==> src/rtl/bj_pkg.sv <==
// rtl/bj_pkg.sv - shared types and helpers for branch/jump resolution
// Contents: bj_op_t operation encoding, ctr_t 2-bit BHT counter,
//   counter constants, bj_is_cond, bj_taken, ctr_next.
package bj_pkg;

  typedef enum logic [3:0] {
    OP_NONE = 4'd0,
    OP_JAL  = 4'd1,
    OP_JALR = 4'd2,
    OP_BEQ  = 4'd3,
    OP_BNE  = 4'd4,
    OP_BLT  = 4'd5,
    OP_BGE  = 4'd6,
    OP_BLTU = 4'd7,
    OP_BGEU = 4'd8
  } bj_op_t;

  typedef logic [1:0] ctr_t;

  localparam ctr_t CTR_SNT = 2'b00;
  localparam ctr_t CTR_WNT = 2'b01;
  localparam ctr_t CTR_WT  = 2'b10;
  localparam ctr_t CTR_ST  = 2'b11;

  function automatic logic bj_is_cond(bj_op_t op);
    return op inside {OP_BEQ, OP_BNE, OP_BLT, OP_BGE, OP_BLTU, OP_BGEU};
  endfunction

  // The ALU flag is the "compare true" bit of the base condition
  // (equal / less-than); BNE, BGE and BGEU are its complements.
  function automatic logic bj_taken(bj_op_t op, logic flag);
    case (op)
      OP_JAL, OP_JALR:          return 1'b1;
      OP_BEQ, OP_BLT, OP_BLTU:  return flag;
      OP_BNE, OP_BGE, OP_BGEU:  return ~flag;
      default:                  return 1'b0;
    endcase
  endfunction

  function automatic ctr_t ctr_next(ctr_t ctr, logic taken);
    if (taken) return (ctr == CTR_ST) ? CTR_ST : ctr + 2'd1;
    else       return (ctr == CTR_SNT) ? CTR_SNT : ctr - 2'd1;
  endfunction

endpackage

==> src/rtl/bj_bht.sv <==
// rtl/bj_bht.sv - bimodal table of 2-bit saturating counters
// Ports: clk, rst (sync, active-high); rd_idx -> rd_ctr combinational read;
//   wr_en/wr_idx/wr_taken train one counter at the clock edge.
module bj_bht
  import bj_pkg::*;
#(
  parameter int   DEPTH    = 64,
  parameter ctr_t CTR_INIT = CTR_WNT,
  localparam int  IW       = $clog2(DEPTH)
) (
  input  logic          clk,
  input  logic          rst,
  input  logic [IW-1:0] rd_idx,
  output ctr_t          rd_ctr,
  input  logic          wr_en,
  input  logic [IW-1:0] wr_idx,
  input  logic          wr_taken
);

  ctr_t mem [DEPTH];

  // No write bypass: a read of the index being trained sees the old value.
  assign rd_ctr = mem[rd_idx];

  always_ff @(posedge clk) begin
    if (rst) begin
      for (int i = 0; i < DEPTH; i++) mem[i] <= CTR_INIT;
    end else if (wr_en) begin
      mem[wr_idx] <= ctr_next(mem[wr_idx], wr_taken);
    end
  end

endmodule

==> src/rtl/bj_resolve.sv <==
// rtl/bj_resolve.sv - execute-stage branch/jump resolution with redirect and drain
// Optional feature macro: BJ_MISALIGN_EXC_EN (misaligned-target exception).
// Inputs: clk, rst, in_valid, op, stall, pc, data1, imm, flag, pred_taken,
//   pred_pc, fetch_pc.
// Outputs: fetch_pred_taken, redirect_en, redirect_pc, flushing,
//   mispredict_cnt, exc_valid, exc_tval.
module bj_resolve
  import bj_pkg::*;
#(
  parameter int         XLEN         = 64,
  parameter int         BHT_DEPTH    = 64,
  parameter int         FLUSH_CYCLES = 2,
  parameter logic [1:0] CTR_INIT     = 2'b01
) (
  input  logic            clk,
  input  logic            rst,
  input  logic            in_valid,
  input  logic [3:0]      op,
  input  logic            stall,
  input  logic [XLEN-1:0] pc,
  input  logic [XLEN-1:0] data1,
  input  logic [XLEN-1:0] imm,
  input  logic            flag,
  input  logic            pred_taken,
  input  logic [XLEN-1:0] pred_pc,
  input  logic [XLEN-1:0] fetch_pc,
  output logic            fetch_pred_taken,
  output logic            redirect_en,
  output logic [XLEN-1:0] redirect_pc,
  output logic            flushing,
  output logic [31:0]     mispredict_cnt,
  output logic            exc_valid,
  output logic [XLEN-1:0] exc_tval
);

  localparam int IW = $clog2(BHT_DEPTH);
  localparam int DW = (FLUSH_CYCLES > 0) ? $clog2(FLUSH_CYCLES + 1) : 1;

  bj_op_t          op_e;
  logic            resolve;
  logic            taken;
  logic            cond;
  logic            mispredict;
  logic            take_exc;
  logic            redirect_fire;
  logic            drain_load;
  logic [XLEN-1:0] jalr_sum;
  logic [XLEN-1:0] target;
  logic [XLEN-1:0] actual;
  logic [DW-1:0]   drain_cnt;
  ctr_t            fetch_ctr;
  logic            unused_fetch_bits;

  assign op_e     = bj_op_t'(op);
  assign flushing = (drain_cnt != '0);

  always_comb begin
    jalr_sum   = data1 + imm;
    taken      = bj_taken(op_e, flag);
    cond       = bj_is_cond(op_e);
    target     = (op_e == OP_JALR) ? {jalr_sum[XLEN-1:1], 1'b0} : pc + imm;
    actual     = taken ? target : pc + XLEN'(4);
    // A correctly predicted not-taken branch does not care what pred_pc holds.
    if (cond) mispredict = (pred_taken != taken) | (taken & (pred_pc != target));
    else      mispredict = ~pred_taken | (pred_pc != target);
    resolve    = in_valid & ~stall & ~flushing & (op_e != OP_NONE);
  end

`ifdef BJ_MISALIGN_EXC_EN
  assign take_exc = resolve & taken & target[1];
`else
  assign take_exc = 1'b0;
`endif

  // An exception replaces the redirect but still drains the wrong path.
  assign redirect_fire = resolve & mispredict & ~take_exc;
  assign drain_load    = redirect_fire | take_exc;

  always_ff @(posedge clk) begin
    if (rst) begin
      redirect_en    <= 1'b0;
      redirect_pc    <= '0;
      mispredict_cnt <= '0;
      drain_cnt      <= '0;
    end else begin
      redirect_en <= redirect_fire;
      if (redirect_fire) begin
        redirect_pc    <= actual;
        mispredict_cnt <= mispredict_cnt + 32'd1;
      end
      if (drain_load) drain_cnt <= DW'(FLUSH_CYCLES);
      else if (flushing && !stall) drain_cnt <= drain_cnt - DW'(1);
    end
  end

`ifdef BJ_MISALIGN_EXC_EN
  always_ff @(posedge clk) begin
    if (rst) begin
      exc_valid <= 1'b0;
      exc_tval  <= '0;
    end else begin
      exc_valid <= take_exc;
      if (take_exc) exc_tval <= target;
    end
  end
`else
  assign exc_valid = 1'b0;
  assign exc_tval  = '0;
`endif

  bj_bht #(
    .DEPTH   (BHT_DEPTH),
    .CTR_INIT(CTR_INIT)
  ) u_bht (
    .clk     (clk),
    .rst     (rst),
    .rd_idx  (fetch_pc[IW+1:2]),
    .rd_ctr  (fetch_ctr),
    .wr_en   (resolve & cond),
    .wr_idx  (pc[IW+1:2]),
    .wr_taken(taken)
  );

  assign fetch_pred_taken  = fetch_ctr[1];
  assign unused_fetch_bits = ^{fetch_pc[XLEN-1:IW+2], fetch_pc[1:0], fetch_ctr[0]};

endmodule

==> config.mk <==
export PLATFORM = sky130hd
export DESIGN_NAME = bj_resolve
export DESIGN_NICKNAME = d
export VERILOG_FILES = /design/src/rtl/bj_pkg.sv /design/src/rtl/bj_bht.sv /design/src/rtl/bj_resolve.sv
export SDC_FILE = /design/constraint.sdc
export NUM_CORES = 1
export LEC_CHECK = 0
export ABC_CLOCK_PERIOD_IN_PS = 15450
export BUFFER_PORTS_ARGS = -buffer_cell sky130_fd_sc_hd__buf_2
export CORE_MARGIN = 2
export CORE_UTILIZATION = 28
export DETAILED_ROUTE_END_ITERATION = 8
export PLACE_DENSITY_LB_ADDON = 0.08
export SLEW_MARGIN = 10
export SYNTH_ARGS = -nofsm -noshare
export SYNTH_HDL_FRONTEND = slang
export SYNTH_SLANG_ARGS = --single-unit
==> constraint.sdc <==
create_clock -name clk -period 15.45 [get_ports clk]
set_input_delay 3.09 -clock clk [delete_from_list [all_inputs] [get_ports clk]]
set_output_delay 3.09 -clock clk [all_outputs]
set_load 0.03 [all_outputs]
# After elaboration in Yosys (flattened, before gate mapping)
# Memories as Yosys holds them, arrays and structs flattened.
# Index checks and enable logic that the tools add are counted.
[totals]
ramBits = 128
inputBits = 330
n_memories = 1
reg_bits = 99
out_inout_bits = 164
[classes]
n_bitwise = 12
eq_ne = 11
n_reduce_logical = 12
mux = 19
add_sub_neg = 7
[mem_list]
columns = ["name", "words", "width", "read_ports", "rd_clocked_by_memory_dff", "wr", "line_no", "rtl"]
rows = [
  ["u_bht.mem", 64, 2, 2, 0, 64, "bj_bht.sv:20", "ctr_t mem [DEPTH];"],
]
[op_table]
columns = ["cell", "count"]
rows = [
  ["$add A64 B64 Y64", 2],
  ["$mux W64", 2],
  ["$add A64 B3 Y64 const B", 1],
  ["$ne A64 B64 Y1", 1],
  ["$add A32 B1 Y32 const B", 1],
  ["$eq A4 B3 Y1 const B", 4],
  ["$mux W2", 8],
  ["$eq A4 B2 Y1 const B", 2],
  ["$mux W1", 7],
  ["$and A1 B1 Y1", 6],
  ["$mux W6", 1],
  ["$reduce_bool A6 Y1", 1],
  ["$reduce_or A2 Y1", 3],
  ["$reduce_or A3 Y1", 2],
  ["$eq A4 B1 Y1 const B", 1],
  ["$eq A4 B4 Y1 const B", 1],
  ["$not A1 Y1", 4],
  ["$reduce_bool A2 Y1", 2],
  ["$reduce_bool A4 Y1", 1],
  ["$sub A2 B1 Y2 const B", 2],
  ["$pmux W1 S3", 1],
  ["$add A2 B1 Y2 const B", 1],
  ["$eq A2 B2 Y1 const B", 1],
  ["$logic_not A2 Y1", 1],
  ["4 further kinds", 5],
]

# Longest topological paths before layout
[depth]
ltp_word = 10
ltp_mapped = 19
mapped_depth_nobuf = 17

# Cells and area by module
# A second synthesis with hierarchy kept.
[unflattened]
hier_cells = 3311
hier_area_um2 = 25922.4
[modules_own_cells]
columns = ["module", "cells_per_inst", "area_per_inst_um2", "instances", "seq_area_each_um2"]
rows = [
  ["bj_resolve", 2676, 18138.6, 1, 1981.9],
  ["bj_bht", 635, 7783.7, 1, 3843.7],
]

# Worst setup path after synthesis
# Ideal clock, no wire load.
[synth_path]
path_type = "input-to-output"
start = "in fetch_pc[2]"
end = "out fetch_pred_taken"
path_slack_ps = 6753
t_arrival_ps = 5607
path_stages = 5
path_cell_list = "clkbuf_1 > buf_1 > mux4_2 > mux4_2 > mux4_2"
[synth_via]
elab_chain_len = 1
[synth_lines]
columns = ["element", "line_no", "rtl"]
rows = [
  ["start: declaration", "bj_resolve.sv:26", "input logic [XLEN-1:0] fetch_pc,"],
  ["$mem_v2 Z64 W2", "n/a", ""],
  ["end: declaration", "bj_resolve.sv:27", "output logic fetch_pred_taken,"],
]
# No other way between the ends.

# Worst setup path after layout
[layout_path]
start = "in pc[6]"
end = "reg redirect_pc[0]"
[layout_via]
elab_chain_len = 7
elab_cells_between_ends = 8
[layout_lines]
columns = ["element", "line_no", "rtl"]
rows = [
  ["start: declaration", "bj_resolve.sv:20", "input logic [XLEN-1:0] pc,"],
  ["$add A64 B64 Y64 (*)", "bj_resolve.sv:61", "target = (op_e == OP_JALR) ? {jalr_sum[XLEN-1:1], 1'b0} : pc + imm;"],
  ["$mux W64 (*)", "bj_resolve.sv:61", ""],
  ["$ne A64 B64 Y1 (*)", "bj_resolve.sv:64, bj_resolve.sv:65", ""],
  ["$and A1 B1 Y1", "bj_resolve.sv:64", "if (cond) mispredict = (pred_taken != taken) | (taken & (pred_pc != target));"],
  ["$or A1 B1 Y1", "bj_resolve.sv:64", ""],
  ["$mux W1 (*)", "bj_resolve.sv:64", ""],
  ["$and A1 B1 Y1 (*)", "bj_resolve.sv:76", "assign redirect_fire = resolve & mispredict & ~take_exc;"],
  ["end signal: assignment", "bj_resolve.sv:88", "redirect_pc <= actual;"],
  ["end: declaration", "bj_resolve.sv:29", "output logic [XLEN-1:0] redirect_pc,"],
]
# Every way passes the cells marked *; elsewhere a longest branch is shown, timed or not.
# A chain may end at the register's enable or synchronous reset.

==> results.ini <==
[global_routing]
grt_pass1_wl_um = 172000
grt_overflow_total = 0
grt_pass1_vias = 25090
grt_max_degree = 116
antenna_found_initial = 18
track_usage_pct = 25.6

[sta]
tns_ns = 0
relSlewSlack_pct = 7.93
whs_ns = 0.451
rsz0062_at_grt = false
timing.final.ws_setup_ns = 5.83
worst_pin_slew_ns = 1.37
setup-violations-final = 0
timing.final.crit_share_pct = 62.3
max_freq_mhz = 104
fin_crit_ns = 9.62
hold_violations = 0
skew_ns = 0.0291
drv_slew = 0

[synth]
yosysTopAreaCell = edfxtp_1
synth_top_cells_by_count = 301 x nand2_1, 285 x nor2_1, 265 x a21oi_1, 229 x o21ai_0, 186 x clkbuf_1
synthFlopType = edfxtp_1
yosys.area.top_type_share_pct = 15.7
synth.most_common_cell = nand2_1
ys_warn_count = 0
synth_area_um2 = 24500
yosys-top-cells-area = edfxtp_1 16%, dfxtp_1 8.1%, ha_1 6.5%, a21oi_1 5.4%, o21ai_0 4.7%
ys_seq_area_share_pct = 23.8
syn_area_per_cell_um2 = 7.65
netlist_instances = 3203
ys_ff_latch = 227
synth-edff-count = 128
synth_cell_types = 100
async_reset_ff_share_pct = 0

[clock_tree]
cts_resized = 0
post_cts.repair.setup_buffers = 0
path_clk_slew_ns = 0.07
cts-buffers-inserted = 23
htreeDepth = 1
cts_tree = done
cts.sinks = 227
cts-root-buf = clkbuf_16
holdBufCountCts = 0
insertion_delay_ns = 0.56
cts_buffer_depth = 3

[worst_setup_path]
crit_start = pc[6]
r2r_slack_ns = 11.62
setup.worst_path.end = redirect_pc[0]$_SDFFE_PP0P_
max_stage_delay_ns = 0.95
cp.arrival_ns = 10.03
worstSetupPathType = input pin to flop
crit_chain = buf_2, ha_1, a21oi_1, a2111oi_1, o21a_1, o211ai_1, a21boi_1, nor4_1, or4_1, nor4b_1, buf_4, a21bo_2, or4_1, nand4bb_1, o21ai_4, buf_12, mux2i_1, nor2_1
worstPathMaxFanout = 115
cpMaxStageDelayCell = o21ai_4
endpoint_kind = flop
rr_endpoint = mispredict_cnt[28]$_SDFFE_PP0P_
start_kind = input pin
cp.required_ns = 15.86
rr_startpoint = mispredict_cnt[2]$_SDFFE_PP0P_
crit_top_cell = or4_1
r2r_cells = 13

[placed_design]
post-place-ws_ns = 5.38
place_hpwl_um = 98000
gp_congestion = 0.961
dp_cells = 4527
io_buffers = 370

[floorplan]
ios = 494
fp-row-count = 108
fp.dieH_um = 300
design.die.area_um2 = 89900
start_util_pct = 28.2
die_w_um = 300
fp.coreArea_um2 = 86800

[pwr]
ir_worst_vdd_uv = 72.7
power.density_nw_per_um2 = 79.1
power.static_leakage_uw = 0.0103

[route]
drt_wl_total_um = 121000
antenna_left = 0
vias_per_cell = 5.81
routedWlPerCell_um = 26.4
drt-pass1-iter-count = 6
drt_iter0_drc = 2378
vias = 26618
drc_errors = 0

[cells_and_area]
finalNonFillerCells = 4585
layout.nets = 3857
fin_util_pct = 31.9
drive_gt1_share_pct = 15.1
syn_to_final_growth_pct = 13.1

[run_status]
status = finished clean

[job]
max-cap-violations = 0

[hold_path]
hold_path_class = flop to flop

[cell families (layout without fill, tap and decap cells)]
| kind of cell | after synthesis | count (layout) | synth area share [%] |
|---|---|---|---|
| buffers and inverters | 353 | 499 | 6.78 |
| adders and majority gates | 132 | 132 | 6.78 |
| muxes | 73 | 73 | 4.09 |
| AOI/OAI and AO/OA | 998 | 998 | 26.6 |
| and+or+nand+nor | 1219 | 1219 | 24.4 |
| DFF | 227 | 227 | 23.8 |
| xor gates and xnor gates | 200 | 200 | 7.49 |
| other | 1 | 82 | 0.0153 |
[metrics by stage]
stage          total power (uW)  area (um^2)
2_1_floorplan              1290        24700
3_5_place_dp               1620        26900
3_3_place_gp               1620        26900
6_report                   2190        27700
4_1_cts                    2190        27700
5_1_grt                    2300        27700
[cell usage in the layout, fill, tap and decap left out, types with 20 or more instances in the layout]
master and instances:
a21o_1 31, nand2_1 301, buf_4 34, nand2b_1 23
ha_1 128, nor2_1 284, and3_1 34, dfxtp_1 99
a211oi_1 48, nand4_1 114, mux2i_1 44, xnor2_1 107
clkbuf_16 24, a31oi_1 29, o21ai_0 229, edfxtp_1 128
xor2_1 87, a21oi_1 265, a221oi_1 23, mux4_2 21
nand3_1 145, o211ai_1 42, conb_1 65, nor3_1 122
o21a_1 38, and2_1 20, buf_2 369, or3_1 60
o31ai_1 23, a211o_1 52, a22oi_1 48, inv_1 51
[flip-flops by register name, indices dropped and copies added (netlist names)]
register and flops:
drain_cnt 2, redirect_en 1, redirect_pc 64, u_bht.mem 128
mispredict_cnt 32
[per-layer routing]
layer | part of all wire (%) | wire (um) | track usage (%)
met1 | 44 | 53400 | 35.4
met2 | 47 | 57100 | 42.7
met3 | 6.2 | 7450 | 1.86
met4 | 2.6 | 3090 | 7.12
met5 | 0.012 | 14 | 0
[critical path, delay by kind of cell]
kind / cells / cell delay (ns)
compound gates: 7 / 2.61
simple gates: 6 / 2.32
buf+inv: 3 / 1.18
fa+ha+maj: 1 / 0.42
mux: 1 / 0.25
[area by class of cell]
class	count	area, um^2
Inverter	53	199
Clock inverter	9	92.6
Timing Repair Buffer	405	2140
Sequential cell	227	5830
Multi-Input combinational cell	2687	17300
Antenna cell	17	42.5
Tap cell	1155	1450
Fill cell	9511	59000
Clock buffer	32	644
[report_power, final]
group | internal (uW) | total (uW) | switching (uW)
sequential | 657 | 671 | 14.4
clock | 312 | 569 | 257
combinational | 300 | 951 | 652
[worst min-delay path by stage]
stage / start / to / slack [ns] / cells past startpoint
floorplan: drain_cnt[0]$_SDFFE_PP0P_ / drain_cnt[0]$_SDFFE_PP0P_ / 0.51 / 2
global placement: redirect_pc[36]$_SDFFE_PP0P_ / redirect_pc[36]$_SDFFE_PP0P_ / 0.44 / 2
detailed placement: redirect_pc[33]$_SDFFE_PP0P_ / redirect_pc[33]$_SDFFE_PP0P_ / 0.44 / 2
CTS: redirect_pc[33]$_SDFFE_PP0P_ / redirect_pc[33]$_SDFFE_PP0P_ / 0.45 / 2
global route: redirect_pc[45]$_SDFFE_PP0P_ / redirect_pc[45]$_SDFFE_PP0P_ / 0.47 / 2
finish: redirect_pc[33]$_SDFFE_PP0P_ / redirect_pc[33]$_SDFFE_PP0P_ / 0.45 / 2
(Power assumes the default switching activity.)
